**src/rtl/serial_shifter.sv**
```systemverilog
// ---------------------------------------------------------------------------
// serial_shifter
//   Iterative 32-bit shift unit. It applies one single-bit shift per clock
//   under a start/busy/done handshake. Supported operations are sll, srl, sra
//   and rol, each by a 5-bit amount. It is the area-light alternative to the
//   single-cycle barrel shifters and suits shift instructions that can
//   tolerate a variable latency.
//
// Ports
//   clk      rising-edge clock
//   reset_n  asynchronous active-low reset
//   start    request; only sampled while idle
//   op       00 sll, 01 srl, 10 sra, 11 rol; captured on the accepted start
//   a        32-bit operand; captured on the accepted start
//   shamt    shift amount 0..31; captured on the accepted start
//   busy     high whenever the unit is not idle
//   done     one-cycle completion pulse
//   result   shifted value; valid with done, held until the next accepted start
// ---------------------------------------------------------------------------
module serial_shifter (
    input  logic        clk,
    input  logic        reset_n,
    input  logic        start,
    input  logic [1:0]  op,
    input  logic [31:0] a,
    input  logic [4:0]  shamt,
    output logic        busy,
    output logic        done,
    output logic [31:0] result
);

    localparam int unsigned DW = 32;
    localparam int unsigned SW = 5;
    localparam int unsigned OW = 2;

    localparam logic [OW-1:0] OP_SLL = 2'b00;
    localparam logic [OW-1:0] OP_SRL = 2'b01;
    localparam logic [OW-1:0] OP_SRA = 2'b10;
    localparam logic [OW-1:0] OP_ROL = 2'b11;

    typedef enum logic [1:0] {
        ST_IDLE  = 2'b00,
        ST_SHIFT = 2'b01,
        ST_DONE  = 2'b10
    } state_t;

    state_t        state;
    state_t        state_nxt;
    logic [DW-1:0] data;
    logic [DW-1:0] data_nxt;
    logic [SW-1:0] cnt;
    logic [SW-1:0] cnt_nxt;
    logic [OW-1:0] op_q;
    logic [OW-1:0] op_nxt;
    logic          busy_nxt;
    logic          done_nxt;
    logic          accept;

    // Single-bit step of the captured operation.
    function automatic logic [DW-1:0] shift_one(input logic [DW-1:0] d,
                                                input logic [OW-1:0] o);
        logic [DW-1:0] r;
        r = d;
        case (o)
            OP_SLL:  r = {d[DW-2:0], 1'b0};
            OP_SRL:  r = {1'b0, d[DW-1:1]};
            OP_SRA:  r = {d[DW-1], d[DW-1:1]};
            OP_ROL:  r = {d[DW-2:0], d[DW-1]};
            default: r = d;
        endcase
        return r;
    endfunction

    // A request is only honoured while idle; anything else is dropped.
    assign accept = (state == ST_IDLE) && start;

    // State register plus registered Moore outputs.
    always_ff @(posedge clk or negedge reset_n) begin
        if (!reset_n) begin
            state <= ST_IDLE;
            busy  <= 1'b0;
            done  <= 1'b0;
        end else begin
            state <= state_nxt;
            busy  <= busy_nxt;
            done  <= done_nxt;
        end
    end

    // Next-state logic.
    always_comb begin
        state_nxt = state;
        case (state)
            ST_IDLE: begin
                if (start) begin
                    // A zero amount skips the shift phase entirely.
                    state_nxt = (shamt == '0) ? ST_DONE : ST_SHIFT;
                end
            end
            ST_SHIFT: begin
                // cnt == 1 means this edge performs the final shift.
                if (cnt == SW'(1)) begin
                    state_nxt = ST_DONE;
                end
            end
            ST_DONE: begin
                state_nxt = ST_IDLE;
            end
            default: begin
                state_nxt = ST_IDLE;
            end
        endcase
    end

    // Outputs are decoded from the next state and registered, so busy and
    // done line up with the state they describe without any input-to-output path.
    always_comb begin
        busy_nxt = 1'b0;
        done_nxt = 1'b0;
        case (state_nxt)
            ST_SHIFT: begin
                busy_nxt = 1'b1;
            end
            ST_DONE: begin
                busy_nxt = 1'b1;
                done_nxt = 1'b1;
            end
            default: begin
                busy_nxt = 1'b0;
                done_nxt = 1'b0;
            end
        endcase
    end

    // Datapath next values: load on an accepted start, one step per SHIFT cycle.
    always_comb begin
        data_nxt = data;
        cnt_nxt  = cnt;
        op_nxt   = op_q;
        if (accept) begin
            data_nxt = a;
            cnt_nxt  = shamt;
            op_nxt   = op;
        end else if (state == ST_SHIFT) begin
            data_nxt = shift_one(data, op_q);
            cnt_nxt  = cnt - SW'(1);
        end
    end

    // Datapath registers.
    always_ff @(posedge clk or negedge reset_n) begin
        if (!reset_n) begin
            data <= '0;
            cnt  <= '0;
            op_q <= OP_SLL;
        end else begin
            data <= data_nxt;
            cnt  <= cnt_nxt;
            op_q <= op_nxt;
        end
    end

    // The working register is the result; it holds once the unit returns to idle.
    assign result = data;

endmodule

```
**config.mk**
```make
export PLATFORM = sky130hd
export DESIGN_NAME = serial_shifter
export DESIGN_NICKNAME = d
export VERILOG_FILES = /design/src/rtl/serial_shifter.sv
export SDC_FILE = /design/constraint.sdc
export NUM_CORES = 1
export LEC_CHECK = 0
export CAP_MARGIN = 5
export CORE_MARGIN = 3
export CORE_UTILIZATION = 50
export DETAILED_ROUTE_END_ITERATION = 8
export MAX_ROUTING_LAYER = met4
export PLACE_DENSITY = 0.81
export SYNTH_ARGS = -nofsm -noshare
export SYNTH_HDL_FRONTEND = slang
export SYNTH_SLANG_ARGS = --single-unit
```
**constraint.sdc**
```tcl
create_clock -name clk -period 1.9 [get_ports clk]
set_clock_uncertainty 0.15 [all_clocks]
set_input_delay 0.285 -clock clk [delete_from_list [all_inputs] [get_ports clk]]
set_output_delay 0.285 -clock clk [all_outputs]
set_load 0.01 [all_outputs]
```
After elaboration in Yosys (flattened, before gate mapping)
Cells that the tools add are included.

Register bits after elaboration: 43. Bits in latches: 0. RAM bits: 0. ROM bits: 0. Input port bits: 42. Output and inout bits: 34. Word-level logic and storage cells: 34. Memories: 0.

Add/subtract/negate cells: 1. Multiply operators: 0. Div/mod/pow operators: 0. $lt $le $gt $ge: 0. Equality and inequality tests: 8. Shift-type cells: 0. Muxes and demuxes: 11. Bitwise operators: 0. Reduce and logical (&&, ||, !) cells: 7.

Operators with widths (count): $pmux 32 s4 (1); $mux 32 (2); $mux 5 (2); $eq 2x1->1 const B (3); $eq 2x2->1 const B (3); $mux 2 (3); $eq 5x1->1 const B (1); $logic_not 5->1 (1); $sub 5x1->5 const B (1); $logic_not 2->1 (2); $pmux 2 s2 (1); $mux 1 (2); $ne 2x2->1 const B (1); $reduce_and 2->1 (1); $reduce_bool 2->1 (1); $reduce_or 2->1 (1); $logic_and 1x1->1 (1).

Longest topological paths before layout
Word-level depth: 7. Depth in mapped cells: 7. Depth with buffers taken out: 7.

Worst setup path after synthesis
Ideal clock, no wire load.

Path type: input to register. Start: in start. End: reg busy. Setup time: 0.113 ns. Data arrival time: 1.404 ns. Required time: 1.637 ns. Slack: 0.234 ns. Stages: 7. Buffers on the path: 3. Path through: buf_2 -> buf_2 -> buf_2 -> o21ai_1 -> a211o_1 -> ha_1 -> inv_1.

Longest elaborated chain between the ends: 5. Elaborated cells between the ends (all ways): 6. Those cells by class: eq/ne (2); mux (3); reduce/logical (1).

RTL lines: start, declared (line 23) `input logic start,`; $mux 2 * (line 95) `if (start) begin`; $pmux 2 s2 * (line 93) `case (state)`; $eq 2x2->1 / $eq 2x1->1 (equally long branches) (line 120) `case (state_nxt)`; $reduce_or 2->1 (no line) *; $mux 1 * (line 120); via busy_nxt (line 55) `logic busy_nxt;`; end signal, assigned (line 85) `busy <= busy_nxt;`; end, declared (line 27) `output logic busy,`.

The timed path passes the listed nets; every way through them passes the cells marked *. A chain may end at the register's enable or synchronous reset.

Worst setup path in the final report
Start: in shamt[0]. End: reg busy.

Longest elaborated chain between the ends: 7. Elaborated cells between the ends (all ways): 8. Those cells by class: eq/ne (2); mux (4); reduce/logical (2).

RTL lines: start, declared (line 26) `input logic [4:0] shamt,`; $logic_not 5->1 * (line 97) `state_nxt = (shamt == '0) ? ST_DONE : ST_SHIFT;`; $mux 2 * (line 97); $mux 2 * (line 95); $pmux 2 s2 * (line 93); via state_nxt[1] (line 48) `state_t state_nxt;`; $eq 2x2->1 / $eq 2x1->1 (equally long branches) (line 120); $reduce_or 2->1 (no line) *; $mux 1 * (line 120); via busy_nxt (line 55).

Marks and branches as above.

==> summary.txt <==
Status: finished clean
Gate power share: 59.7%
Clock Latency Late Sink: 300 ps
Worst path required time: 2000 ps
Power Density: 1540 nW/um^2
Sw Pwr: 2551 uW
Yosys top cell area share: 35.51%
Routed Antenna Nets: 0
Initial Util: 53.40%
Sink Count: 43
RSZ-0062 raised after global routing: false
Num CTS Buffers: 5
Gpl congestion: 0.8618
Synth warnings: 0
Vias: 2,623
Clock power frac: 10.6%
Root Driver: clkbuf_8
Number of port buffers: 75
Syn Nets: 355
Fin crit share: 95.22%
P_int: 3607 uW
DP Area: 3874 sq um
Final core utilization: 70.46%
Design Power: 6158 uW
Avg Cell Area, Syn: 9.776 sq um
# IOs: 76
Clk buf depth: 2
Max-cap viol count: 0
Most common cell after layout, fill and taps aside: clkdlybuf4s50_1
Initial antenna violation count: 0
Number of vias per cell: 5.790
Fin crit period: 1809 ps
Most frequent cells in the layout: clkdlybuf4s50_1, dfrtp_1, inv_1, nor2_1, nor3b_1
DR WL/cell: 16.43 microns
Number of core rows: 27
Final nets: 425
Sequential area share after synthesis: 35.51%
Layout cells sized above 1: 15.49%
First drt pass iteration count: 4
Crit path kind: primary input to register
Hold slack final: 217.5 ps
Global-route wire length before repair: 12.77 mm
Synth-to-layout area growth: 31.96%
Max Slew Vio Count: 0
Diode count: 0
FF-to-FF setup slack: 230 ps
Leak pwr: 0.001791 uW
Hpwl dp: 5.130 mm
Post-route cell area: 3999 sq um
Main area contributors after synthesis: dfrtp_1, a221oi_2, mux2i_1
Core Area: 5675 sq um
FMAX: 552.8 MHz
Starting DRT DRC Count: 213
Post-synthesis cell type count: 36
CP Capture Type: register
Total grt overflow: 0
Final setup fails: 0
Final Hold Vio Count: 0
Die area: 7031 sq um
Worst endpoint data arrival time: 1910 ps
Worst slew pin tran: 519.4 ps
H-Tree Depth: 2
Tot GR Track Use: 22.28%
WL final: 7.444 mm
Clock transition at path regs: 90 ps
CP max FO: 2
Largest net degree at the start of global routing: 54
Register bit total from synthesis: 43
Die Y: 83.85 microns
Relative slew slack: 65.37%
Mapped cell area: 3030 sq um
Post-Syn Instances: 310
Setup bufs post-CTS: 0
Vias in the first global route: 2,644
Synth area leader: dfrtp_1
DRC viols: 0
VDD IR max: 0.001778 V
Die W: 83.85 microns
CTS tree: done
Hold crit path type: primary input to register
Critical path startpoint category: primary input
Switching Fraction: 41.42%
Share of power burned in registers: 29.7%
==> metrics by stage <==
stage	setup WS, ps	instances	TNS (ps)
final	90.88	453	0
after detailed placement	-224.0	444	-319.8
after global placement	-185.8	444	-235.7
after CTS	83.99	453	0
after floorplan	233.6	310	0
after global routing	32.73	453	0
==> power by group through the flow <==
stage               Sequential [uW]  Clock, uW  Combinational (uW)
CTS                            1820        664                3690
floorplan                      1830          0                2480
detailed placement             1830          0                3680
finish                         1830        656                3670
global placement               1820          0                3580
global route                   1900        710                4010
==> worst max-delay path, cell delays in order <==
cell and delay, ps:
clkdlybuf4s50_1 420, or4_1 610, nor3_2 180, o21ba_2 150, ha_1 220, inv_1 50
==> metal layers <==
layer | track usage (%) | vias to the layer above | routed length, microns
met4 | 4.971 | 0 | 72
met3 | 4.541 | 10 | 343
met5 | - | - | 0
li1 | - | 1258 | -
met1 | 29.49 | 1274 | 3486
met2 | 35.43 | 81 | 3542
==> cells in the mapped netlist <==
cell and count:
a211o_1 1, a211oi_1 1, a21oi_1 7, a221oi_1 3, a221oi_2 28, a31oi_1 2, buf_2 12, buf_6 3
clkbuf_1 12, clkinv_1 1, dfrtp_1 43, ha_1 3, inv_1 36, mux2i_1 31, nand2_1 7, nand2b_1 1
nand3_1 1, nand3b_1 2, nor2_1 33, nor3_1 2, nor3b_1 32, nor4_1 1, nor4bb_1 1, o211ai_1 1
o21a_1 31, o21ai_0 2, o21ai_1 1, o21ba_2 2, o22ai_1 3, o2bb2ai_1 1, o31a_1 1, o41a_1 1
o41ai_1 1, or3b_1 1, or4_1 1, xnor2_4 1
==> registers in the layout, indices dropped and copies added, names as in the netlist <==
signal and flops:
op_q 2, busy 1, result 32, done 1, cnt 5, state 2
==> final timing paths <==
check                          start         end  cells after the start
setup / recovery            shamt[0]        busy                      6
hold / removal                 start    state[0]                      3
setup reg to reg              cnt[1]        busy                      7
hold reg to reg            result[0]   result[0]                      2
max in group asynchronous    reset_n  result[18]                      3
min in group asynchronous    reset_n  result[31]                      2
==> cell type report <==
cell class | instances | area, sq um
Clock buffer | 8 | 100.1
Fill cell | 460 | 1677
Inverter | 37 | 138.9
Multi-Input combinational cell | 203 | 1699
Sequential cell | 43 | 1077
Tap cell | 72 | 90.09
Timing Repair Buffer | 90 | 893.4
==> cell families (layout without fill, tap and decap cells) <==
logic type / Yosys count / after routing / share of synthesized area (%)
adder cells (fa/ha/maj): 3 / 3 / 1.239
buffers and inverters: 64 / 135 / 9.166
XOR/XNOR: 1 / 1 / 0.9085
flip-flops: 43 / 43 / 35.51
multiplexers: 31 / 31 / 10.24
AND/OR/NAND/NOR: 82 / 82 / 15.15
AO/OA/AOI/OAI: 86 / 86 / 27.79
==> timing repair <==
action                                  CTS  global route
endpoints found under the hold margin    19             0
endpoints found under the setup margin    0             1
resized for setup                         0             3
hold buffers                              1             0
Note: power is estimated with default switching activity, not from simulation.
